File: src/rtl/pipe_pkg.sv
`default_nettype none
// ============================================================================
// Module      : pipe_pkg
// Description : Shared constants for pipe_stage_buf: the default MEM/WB
//               payload layout, its field offsets and the slot-count limit.
// Revision    : 1.0 - initial release
// ============================================================================
package pipe_pkg;

  // Default payload: RegWrite + ResultSrc + ALUResult + ReadData + PCPlus4 + Rd
  localparam int MEMWB_DATA_W  = 104;
  localparam int RD_LSB        = 0;
  localparam int PCPLUS4_LSB   = 5;
  localparam int READDATA_LSB  = 37;
  localparam int ALURESULT_LSB = 69;
  localparam int RESULTSRC_LSB = 101;
  localparam int REGWRITE_BIT  = 103;

  // Deepest chain supported between two core stages
  localparam int STAGES_MAX    = 4;

  // Field view of the default MEM/WB payload, MSB first
  typedef struct packed {
    logic        regwrite;
    logic [1:0]  resultsrc;
    logic [31:0] aluresult;
    logic [31:0] readdata;
    logic [31:0] pcplus4;
    logic [4:0]  rd;
  } memwb_t;

endpackage : pipe_pkg
`default_nettype wire

File: src/rtl/pipe_skid_slot.sv
`default_nettype none
// ============================================================================
// Module      : pipe_skid_slot
// Description : One elastic slot: a main register driving the output plus a
//               skid register that absorbs the entry arriving on the cycle
//               downstream stalls. in_ready is the inverted skid flag, so
//               there is no combinational path from out_ready to in_ready.
// Revision    : 1.0 - initial release
// ============================================================================
module pipe_skid_slot #(
  parameter int DATA_W = 104
) (
  input  logic              clk,
  input  logic              rst_n,
  input  logic              flush,
  input  logic              in_valid,
  output logic              in_ready,
  input  logic [DATA_W-1:0] in_data,
  output logic              out_valid,
  input  logic              out_ready,
  output logic [DATA_W-1:0] out_data
);

  logic              r_main_valid;
  logic              r_skid_valid;
  logic [DATA_W-1:0] r_main_data;
  logic [DATA_W-1:0] r_skid_data;

  logic w_accept;
  logic w_main_free;

  assign w_accept    = in_valid & ~r_skid_valid;
  assign w_main_free = ~r_main_valid | out_ready;

  assign in_ready  = ~r_skid_valid;
  assign out_valid = r_main_valid;
  assign out_data  = r_main_data;

  // Main/skid update; flush kills both entries but leaves data untouched
  always_ff @(posedge clk or negedge rst_n) begin
    if (!rst_n) begin
      r_main_valid <= 1'b0;
      r_skid_valid <= 1'b0;
      r_main_data  <= '0;
      r_skid_data  <= '0;
    end else if (flush) begin
      r_main_valid <= 1'b0;
      r_skid_valid <= 1'b0;
    end else if (w_main_free) begin
      // Skid full implies in_ready=0, so skid and input never compete here
      if (r_skid_valid) begin
        r_main_data  <= r_skid_data;
        r_main_valid <= 1'b1;
        r_skid_valid <= 1'b0;
      end else if (w_accept) begin
        r_main_data  <= in_data;
        r_main_valid <= 1'b1;
      end else begin
        r_main_valid <= 1'b0;
      end
    end else if (w_accept) begin
      r_skid_data  <= in_data;
      r_skid_valid <= 1'b1;
    end
  end

endmodule : pipe_skid_slot
`default_nettype wire

File: src/rtl/pipe_stage_buf.sv
`default_nettype none
// ============================================================================
// Module      : pipe_stage_buf
// Description : Chain of STAGES elastic skid slots carrying a DATA_W payload
//               with valid/ready handshake and flush. Forward latency is
//               STAGES cycles, capacity 2*STAGES entries, 1 transfer/cycle.
//               Optional macro PIPE_STAGE_BUF_STATS_EN adds saturating
//               stall_cnt / xfer_cnt statistics outputs.
// Revision    : 1.0 - initial release
// ============================================================================
module pipe_stage_buf
  import pipe_pkg::*;
#(
  parameter int DATA_W = MEMWB_DATA_W,
  parameter int STAGES = 1,
  parameter int CNT_W  = 16
) (
  input  logic              clk,
  input  logic              rst_n,
  input  logic              flush,
  input  logic              in_valid,
  output logic              in_ready,
  input  logic [DATA_W-1:0] in_data,
  output logic              out_valid,
  input  logic              out_ready,
  output logic [DATA_W-1:0] out_data
`ifdef PIPE_STAGE_BUF_STATS_EN
  ,
  output logic [CNT_W-1:0]  stall_cnt,
  output logic [CNT_W-1:0]  xfer_cnt
`endif
);

  // Handshake chain: index 0 is the upstream side, index STAGES the output
  logic              w_valid [0:STAGES];
  logic              w_ready [0:STAGES];
  logic [DATA_W-1:0] w_data  [0:STAGES];

  assign w_valid[0]      = in_valid;
  assign w_data[0]       = in_data;
  assign in_ready        = w_ready[0];
  assign w_ready[STAGES] = out_ready;
  assign out_valid       = w_valid[STAGES];
  assign out_data        = w_data[STAGES];

  // Unsupported configurations elaborate to an empty marker block
  if ((STAGES < 1) || (STAGES > STAGES_MAX) || (CNT_W < 1)) begin : g_cfg_unsupported
  end

  for (genvar gi = 0; gi < STAGES; gi++) begin : g_slot
    pipe_skid_slot #(
      .DATA_W (DATA_W)
    ) u_slot (
      .clk       (clk),
      .rst_n     (rst_n),
      .flush     (flush),
      .in_valid  (w_valid[gi]),
      .in_ready  (w_ready[gi]),
      .in_data   (w_data[gi]),
      .out_valid (w_valid[gi+1]),
      .out_ready (w_ready[gi+1]),
      .out_data  (w_data[gi+1])
    );
  end

`ifdef PIPE_STAGE_BUF_STATS_EN
  logic [CNT_W-1:0] r_stall_cnt;
  logic [CNT_W-1:0] r_xfer_cnt;
  logic             w_stall;
  logic             w_xfer;

  assign w_stall   = out_valid & ~out_ready;
  assign w_xfer    = out_valid & out_ready;
  assign stall_cnt = r_stall_cnt;
  assign xfer_cnt  = r_xfer_cnt;

  // Saturating statistics; only reset clears them, flush does not
  always_ff @(posedge clk or negedge rst_n) begin
    if (!rst_n) begin
      r_stall_cnt <= '0;
      r_xfer_cnt  <= '0;
    end else begin
      if (w_stall && (r_stall_cnt != {CNT_W{1'b1}})) begin
        r_stall_cnt <= r_stall_cnt + 1'b1;
      end
      if (w_xfer && (r_xfer_cnt != {CNT_W{1'b1}})) begin
        r_xfer_cnt <= r_xfer_cnt + 1'b1;
      end
    end
  end
`endif

endmodule : pipe_stage_buf
`default_nettype wire

File: config.mk
export PLATFORM = sky130hd
export DESIGN_NAME = pipe_stage_buf
export DESIGN_NICKNAME = d
export VERILOG_FILES = /design/src/rtl/pipe_pkg.sv /design/src/rtl/pipe_skid_slot.sv /design/src/rtl/pipe_stage_buf.sv
export SDC_FILE = /design/constraint.sdc
export NUM_CORES = 1
export LEC_CHECK = 0
export ABC_AREA = 0
export BUFFER_PORTS_ARGS = -buffer_cell sky130_fd_sc_hd__buf_2
export CORE_UTILIZATION = 58
export CTS_BUF_LIST = sky130_fd_sc_hd__clkbuf_16
export DETAILED_ROUTE_END_ITERATION = 10
export PLACE_DENSITY = 0.85
export SKIP_CTS_REPAIR_TIMING = 1
export SYNTH_ARGS = -nofsm -noshare
export SYNTH_HDL_FRONTEND = slang
export SYNTH_SLANG_ARGS = --single-unit
File: constraint.sdc
create_clock -name clk -period 2.9 [get_ports clk]
set_input_delay 0.58 -clock clk [delete_from_list [all_inputs] [get_ports clk]]
set_output_delay 0.58 -clock clk [all_outputs]
set_load 0.01 [all_outputs]
==> impl_results.md, run 1 <==
- Die Wd: 129.1 microns
- Min cycle time layout: 2302 ps
- Ys Warns: 0
- I/O Pins: 215
- Layout area overhead: 20.35%
- Clk buf depth: 3
- Share of layout cells above drive strength 1: 71.66%
- CTS root buf: clkbuf_16
- Final RePlAce weighted congestion: 0.7627
- Flop pwr share: 48.7%
- Final Hold Vio Count: 0
- Maxcap violations: 0
- Sequential share of the synthesized area: 56.12%
- Critical path class: flop to flop
- Syn Nets: 674
- Initial Util: 59.16%
- Initial antenna violation count: 1
- Max Clock Skew: 8.254 ps
- RSZ-0062 raised after global routing: false
- Pins Over Slew Limit: 0
- CP Launch Type: flop
- Max VDD drop: 0.5296 mV
- Largest net degree at the start of global routing: 107
- Core Region: 15830 sq um
- Mapped Cells: 565
- Reg clk slew, reported paths: 60 ps
- Least-Margin Pin Slew: 631.7 ps
- Clock latency on the worst-skew pair: 490 ps
- Post-DP HPWL: 12690 microns
- # setup viols final: 0
- H-Tree Depth: 1
- Antenna Cells: 0
- First-pass GRT wire length: 30690 microns
- # port buffers: 214
- Drt first pass iters: 5
- Tcrit/Tclk final: 79.39%
- Count of cell types in the netlist: 17
- Pleak: 5.400 nW
- Row count: 46
- Crit path DAT: 2670 ps
- DR WL/cell: 18.99 microns
- Power density over the cells: 717.2 nW/um^2
- Vias in the first global route: 6054
- Setup TNS: 0 ps
- Synthesized area: 9364 sq um
- Switch Pwr: 2.101 mW
- Clock net sink count: 210
- Synthesized flop and latch total: 210
- CTS tree: yes
- Combinational fraction of design power: 19.7%
- Cell internal pwr: 5.982 mW
- DRC: 0
- Overflow after GRT: 0
- First DRT Iteration DRCs: 191
- Final net count: 889
- GRT Total Usage: 23.36%
- CP Max Fanout: 106
- Vias per cell: 5.457
- Via Count: 5512
- Total CTS buffers: 23
- Die area: 16660 sq um
- Total Wirelength: 19180 microns
- Fin util: 71.20%
- Clock Power Share: 31.5%
- Final ANT Viol Nets: 0
- Data required, critical path: 3270 ps
- Fmax: 0.4344 GHz
- Syn Area/Cell: 16.57 sq um
- Sw frac: 25.99%
- Die Span Y: 129.1 microns
- Status: complete, no violations
- Max_slew headroom: 57.89%
- Worst setup EP type: flop
- Worst hold-check path type: input pin to asynchronous set/reset pin
[registers in the layout, indices dropped and copies added, names as in the netlist]
register                    count
g_slot.u_slot.r_skid_valid      1
g_slot.u_slot.out_valid         1
g_slot.u_slot.r_skid_data     104
g_slot.u_slot.out_data        104
[synth_stat cells]
library cell	number	area (sq um)
nor2b_2	1	8.760
clkbuf_1	3	11.26
nor3_4	1	16.27
buf_6	15	168.9
buf_4	5	37.54
buf_2	11	55.05
nor3_1	1	5.000
mux2_1	1	11.26
nand3_1	1	5.000
mux2_2	241	2714
inv_1	1	3.750
mux2_4	70	1051
nor2_1	1	3.750
dfrtp_1	210	5255
nor2_2	1	6.260
nand2b_1	1	6.260
a21oi_1	1	5.000
[kinds of logic (layout without fill, tap and decap cells)]
logic type,count (synthesis),count (layout),share of synthesized area (%)
compound gates,1,1,0.05340
flops,210,210,56.12
simple gates,7,7,0.5478
mux,312,312,40.33
buf+inv,35,264,2.953
[cell usage in the layout (no fill, tap or decap)]
cell type,n
mux2_4,70
clkbuf_8,1
clkinv_2,5
mux2_2,241
nand2b_1,1
nor2_1,1
clkbuf_16,23
nor3_1,1
buf_4,3
buf_2,213
mux2_1,1
nand3_4,1
nor2_2,1
a21oi_1,1
nor2b_2,1
inv_8,1
inv_1,6
buf_12,7
dfrtp_1,209
nor3_4,1
dfrtp_4,1
clkinv_1,5
[path summary, 6_finish.rpt]
kind | cells after the start | startpoint | endpoint | slack [ps]
min | 1 | rst_n | g_slot[0].u_slot.r_skid_data[68] | 30
max in group asynchronous | 2 | rst_n | g_slot[0].u_slot.r_skid_valid | 2070
min reg2reg | 1 | g_slot[0].u_slot.out_data[35] | g_slot[0].u_slot.out_data[35] | 490
max reg2reg | 5 | g_slot[0].u_slot.r_skid_valid | g_slot[0].u_slot.out_data[48] | 600
max | 5 | g_slot[0].u_slot.r_skid_valid | g_slot[0].u_slot.out_data[48] | 600
min in group clk | 2 | flush | g_slot[0].u_slot.out_valid | 310
[metal layers]
layer / part of all wire (%) / wire, microns / global-route usage, % / vias to the layer above
li1: - / - / - / 2459
met1: 42 / 8055 / 29.70 / 2828
met2: 48 / 9275 / 39.68 / 191
met3: 7.6 / 1462 / 6.276 / 32
met4: 1.9 / 366 / 6.228 / 2
met5: 0.089 / 17 / 0 / -
[cell type report]
type | count | area [sq um]
Clock buffer | 23 | 575.6
Clock inverter | 16 | 73.82
Fill cell | 1014 | 4558
Inverter | 1 | 3.754
Multi-Input combinational cell | 320 | 3845
Sequential cell | 210 | 5259
Tap cell | 216 | 270.3
Timing Repair Buffer | 224 | 1242
[critical path, stage by stage (launching register included)]
cell     delay, ps
dfrtp_4        420
buf_12         460
nor2_2         140
nor3_4         200
buf_4          510
mux2_2         410
[metrics by stage]
stage	power [mW]	cell area, sq um	hold slack, ps	instances	setup WS (ps)
3_3_place_gp	5.446	10620	467.9	971	621.0
3_5_place_dp	5.578	10620	477.3	971	564.6
2_1_floorplan	4.909	9364	284.4	565	1272
4_1_cts	8.158	11270	46.34	1010	569.5
5_1_grt	8.470	11270	60.04	1010	445.1
6_report	8.082	11270	34.51	1010	597.7
[power by group through the flow]
stage                     registers (mW)  clock network [mW]  logic (mW)
after global routing                4.01                2.73        1.73
final                               3.94                2.55        1.60
after CTS                           3.94                2.60        1.62
after global placement              3.92                   0        1.53
after detailed placement            3.97                   0        1.61
after floorplan                     4.01                   0       0.898
Note: power is estimated with default switching activity, not from simulation.
==> run 2: changes to the inputs <==
CORE_UTILIZATION = 54   (was 58)
PLACE_DENSITY = 0.8   (was 0.85)
clock period = 2.29 ns   (was 2.9 ns; I/O delays follow)
==> impl_results.md, run 2 (synthesis gave the netlist of run 1 again) <==
- Fillcell total: 1173
- Cells after DPL: 980
- CP Launch Type: flop
- Total CTS buffers: 23
- CP max stage delay: 470 ps
- Least-Margin Pin Slew: 613.8 ps
- Die Wd: 133.7 microns
- Min cycle time layout: 1946 ps
- Most frequent cells in the layout: 241 x mux2_2, 213 x buf_2, 209 x dfrtp_1
- FF/Latch Area: 5259 sq um
- Crit path DAT: 1490 ps
- Cell internal pwr: 7.574 mW
- R2R Setup Slk: 540 ps
- Setup TNS: 0 ps
- Post-route insts no fill: 1021
- Max VDD drop: 0.6549 mV
- H-Tree Depth: 1
- Status: finished with violations
- CTS root buf: clkbuf_16
- Clock Power Share: 31.3%
- Data required, critical path: 1830 ps
- Pins Over Slew Limit: 0
- Area occupied by multi-input gates: 3845 sq um
- CP cell instances: buf_12 > inv_1 > buf_2
- Power, Total: 10.20 mW
- Vias in the first global route: 5989
- Flop pwr share: 48.7%
- DR WL/cell: 18.83 microns
- Switch Pwr: 2.623 mW
- Layout area overhead: 21.18%
- Combinational fraction of design power: 20.0%
- Tcrit/Tclk final: 84.99%
- I/O Pins: 215
- Initial antenna violation count: 4
- Clock latency on the worst-skew pair: 500 ps
- CP Buf/Inv Count: 3
- # setup viols final: 0
- Row count: 47
- CP delay by family, top: buffers and inverters
- Critical path class: flop to primary output
- Pleak: 5.439 nW
- DRC: 0
- Failing checks: negative hold slack
- Most common cell after layout, fill and taps aside: mux2_2
- CP Max Fanout: 54
- First-pass GRT wire length: 31300 microns
- Die Span Y: 133.7 microns
- Reg-to-reg endpoint: g_slot[0].u_slot.out_data[47]
- Via Count: 5461
- Power density over the cells: 898.7 nW/um^2
- Final RePlAce weighted congestion: 0.7561
- Drt first pass iters: 4
- Fmax: 0.5138 GHz
- Vias per cell: 5.349
- Final net count: 894
- Final Hold Vio Count: 8
- # port buffers: 214
- Maxcap violations: 0
- Total Wirelength: 19230 microns
- First DRT Iteration DRCs: 140
- Post-DP HPWL: 12980 microns
- Worst hold-check path type: input pin to asynchronous set/reset pin
- Max_slew headroom: 59.08%
- CTS tree: yes
- Core Region: 16760 sq um
- Max Clock Skew: 14.47 ps
- Reg clk slew, reported paths: 60 ps
- RR Startpoint: g_slot[0].u_slot.out_valid
- Clk buf depth: 3
- Die area: 17870 sq um
- RSZ-0062 raised after global routing: false
- GRT Total Usage: 21.87%
- Overflow after GRT: 0
- Slowest cell on crit path: dfrtp_4
- Worst setup EP type: primary output
- Final ANT Viol Nets: 0
- Share of layout cells above drive strength 1: 71.71%
- Worst reg2reg path depth: 4
- Clock net sink count: 210
- Largest net degree at the start of global routing: 73
- Sw frac: 25.73%
- Min Hold Slack: -17.47 ps
- Initial Util: 55.87%
[run 2: cell types whose count changed in the layout (fill, tap and decap cells not counted), sizes merged]
| cell | delta |
|---|---|
| buf | +5 |
| diode | +2 |
| clkinv | -1 |
| inv | +1 |
[run 2: power by group through the flow]
stage	combinational (mW)	sequential [mW]	clock (mW)
4_1_cts	2.07	4.96	3.27
5_1_grt	2.19	5.07	3.42
2_1_floorplan	1.14	5.08	0
3_3_place_gp	1.96	4.95	0
6_report	2.04	4.97	3.19
3_5_place_dp	2.06	5.01	0
[run 2: worst max-delay path by stage]
stage	startpoint	endpoint	cells after the start	slack [ps]
6_report	g_slot[0].u_slot.r_skid_valid	in_ready	3	340
3_5_place_dp	out_ready	g_slot[0].u_slot.r_skid_data[46]	5	480
5_1_grt	g_slot[0].u_slot.r_skid_valid	in_ready	3	280
2_1_floorplan	g_slot[0].u_slot.r_skid_valid	g_slot[0].u_slot.out_data[35]	4	720
3_3_place_gp	out_ready	g_slot[0].u_slot.r_skid_data[46]	5	530
4_1_cts	g_slot[0].u_slot.r_skid_valid	in_ready	3	330
[run 2: worst reg2reg max path, delay by kind of cell, from the launching register on]
family                 cells  cell delay (ps)
flip-flops                 1              380
multiplexers               1              430
AND/OR/NAND/NOR            2              480
buffers and inverters      1              340
[run 2: per-stage QoR]
stage               setup slack, ps  hold slack [ps]  cell area [sq um]  util [%]
global placement              530.7            480.8              10700     63.84
detailed placement            478.4            487.0              10700     63.84
floorplan                     719.0            162.4               9364         -
CTS                           330.3           -15.87              11340     67.67
finish                        343.7           -17.47              11350     67.70
global route                  280.2            13.21              11340     67.69
[run 2: routing by layer]
metal | wire length (microns) | GRT usage, %
met1 | 8244 | 28.66
met2 | 9076 | 35.27
met3 | 1637 | 7.192
met4 | 240 | 5.177
met5 | 31 | 0
[run 2: cell type report]
class	count	share of cell area (%)
repair buffers	229	11.61
clock buffers	23	5.072
diodes	2	0.04411
flip-flops and latches	210	46.34
inverters	1	0.03308
clock inverters	16	0.5844
well taps	220	2.426
multi-input cells	320	33.88
==> run 3: changes to the inputs <==
ABC_AREA = 1   (was 0)
clock period = 1.8 ns   (was 2.29 ns; I/O delays follow)
==> impl_results.md, run 3 <==
- CP endpoint: in_ready
- Tcrit/Tclk final: 96.64%
- Clock Power Share: 35.2%
- Vias in the first global route: 8489
- R2R Setup Slk: 130 ps
- Row count: 48
- Final ANT Viol Nets: 0
- Drt first pass iters: 5
- Ys Warns: 0
- Post-synth ARST share: 100.0%
- Die area: 18240 sq um
- Maxcap violations: 0
- Pleak: 6.773 nW
- Max_slew headroom: 56.70%
- DRC: 0
- Largest net degree at the start of global routing: 105
- CP cell instances: inv_4 > buf_2
- Clock latency on the worst-skew pair: 500 ps
- Worst setup EP type: primary output
- Synth area leader: dfrtp_1
- Flop pwr share: 47.7%
- Die Span Y: 135.1 microns
- DR WL/cell: 14.91 microns
- Sw frac: 28.53%
- RSZ-0062 raised after global routing: false
- CP startpoint: g_slot[0].u_slot.r_skid_valid
- CP Launch Type: flop
- M1 wire length: 11010 microns
- Cell internal pwr: 9.308 mW
- EDFF count, synth: 0
- Most frequent cells in the layout: 731 x nand2_1, 213 x buf_2, 209 x dfrtp_1
- Final RePlAce weighted congestion: 0.8241
- Max layer used: met5
- Worst reg2reg path depth: 5
- Reg clk slew, reported paths: 60 ps
- CTS root buf: clkbuf_16
- Crit path DAT: 1380 ps
- Top-count cell post-synth: nand2_1
- GRT Total Usage: 28.36%
- RR Startpoint: g_slot[0].u_slot.r_skid_valid
- First-pass GRT wire length: 41630 microns
- I/O Pins: 215
- # setup viols final: 0
- Via Count: 8799
- Least-Margin Pin Slew: 647.9 ps
- Data required, critical path: 1440 ps
- Pins Over Slew Limit: 0
- Combinational fraction of design power: 17.1%
- Status: complete, no violations
- Sequential share of the synthesized area: 54.97%
- First DRT Iteration DRCs: 511
- Count of cell types in the netlist: 14
- Layout area overhead: 22.10%
- CP max stage delay: 520 ps
- Total CTS buffers: 22
- Synth top area cells: dfrtp_1 55%, nand2_1 29%, nand3_1 11%, buf_2 2.4%, clkbuf_1 1.0%
- Metal2 WL: 11440 microns
- Final net count: 1537
- Setup TNS: 0 ps
- Switch Pwr: 3.716 mW
- Reg-to-reg endpoint: g_slot[0].u_slot.out_data[44]
- Max VDD drop: 0.6849 mV
- Slowest cell on crit path: dfrtp_4
- Worst hold-check path type: input pin to flop
- Vias per cell: 5.259
- Most used DFF post-synth: dfrtp_1
- Total Wirelength: 24950 microns
- Synthesized flop and latch total: 210
- CTS tree: yes
- Fmax: 0.5749 GHz
- Core Region: 17300 sq um
- Metal3 WL: 2020 microns
- Initial antenna violation count: 5
- # port buffers: 214
- Post-DP HPWL: 15230 microns
- Mapped Cells: 1252
- Synth top area share: 54.97%
- Clk buf depth: 3
- Initial Util: 55.27%
- Most common cell after layout, fill and taps aside: nand2_1
- Fin util: 67.49%
- Syn Area/Cell: 7.636 sq um
- Top cells by count, synth: 731 x nand2_1, 210 x dfrtp_1, 208 x nand3_1
- Min cycle time layout: 1740 ps
- Critical path class: flop to primary output
- Final Hold Vio Count: 0
- Die Wd: 135.1 microns
- Max Clock Skew: 8.159 ps
- Synthesized area: 9560 sq um
- Share of layout cells above drive strength 1: 19.39%
- CP Max Fanout: 12
- Clock net sink count: 210
- Overflow after GRT: 0
- Syn Nets: 1361
- H-Tree Depth: 1
- Power density over the cells: 1116 nW/um^2
-- run 3: cell count changes after synthesis, sizes merged, moves of 4 or more --
| cell | change |
|---|---|
| nand2 | +731 |
| buf | +32 |
| clkbuf | +23 |
| inv | +4 |
| nor2 | +4 |
| mux2 | -312 |
| nand3 | +210 |
-- run 3: cells by family after synthesis --
kind of cell           synth area share [%]
AND/OR/NAND/NOR                       40.27
buffers and inverters                 4.764
flip-flops                            54.97
-- run 3: power by group through the flow --
| stage | Sequential [mW] | Combinational [mW] | Clock [mW] |
|---|---|---|---|
| 2_1_floorplan | 6.37 | 1.10 | 0 |
| 3_3_place_gp | 6.24 | 2.17 | 0 |
| 3_5_place_dp | 6.26 | 2.24 | 0 |
| 4_1_cts | 6.20 | 2.25 | 4.68 |
| 5_1_grt | 6.32 | 2.57 | 4.87 |
| 6_report | 6.21 | 2.22 | 4.59 |
-- run 3: layer usage --
layer / up-vias / global-route usage [%]
met5: - / 0
met4: 2 / 7.928
met3: 43 / 4.955
met2: 369 / 44.82
met1: 4115 / 40.37
li1: 4270 / -
-- run 3: final cells by class --
| cell class | count | area [sq um] |
|---|---|---|
| multi-input cells | 948 | 3882 |
| clock buffers | 23 | 575.6 |
| inverters | 5 | 21.27 |
| clock inverters | 17 | 158.9 |
| flip-flops and latches | 210 | 5259 |
| fillers | 1469 | 5623 |
| well taps | 225 | 281.5 |
| repair buffers | 241 | 1485 |
| diodes | 4 | 10.01 |
-- run 3: per-stage QoR --
step                      area, sq um  hold slack (ps)  cells  total power [mW]  worst slack, ps
after global routing            11670            97.81   1672             13.75            21.24
after floorplan                  9560            64.41   1252             7.469            528.5
after detailed placement        10920            327.7   1628             8.510            181.8
final                           11670            101.3   1673             13.02            60.48
after global placement          10920            323.5   1628             8.406            222.2
after CTS                       11650           -197.4   1668             13.14           -38.50
-- run 3: worst max-delay path, delay by kind of cell, from the launching register on --
| kind | cells | cell delay [ps] |
|---|---|---|
| buffers and inverters | 2 | 360 |
| flip-flops | 1 | 520 |
-- run 3: worst min path at each step --
stage	cells after the start	to	startpoint
after CTS	1	g_slot[0].u_slot.out_data[67]	rst_n
after floorplan	0	g_slot[0].u_slot.out_data[0]	rst_n
final	3	g_slot[0].u_slot.r_skid_data[46]	in_data[46]
after global placement	1	g_slot[0].u_slot.out_data[67]	rst_n
after global routing	3	g_slot[0].u_slot.r_skid_data[17]	in_data[17]
after detailed placement	1	g_slot[0].u_slot.out_data[67]	rst_n
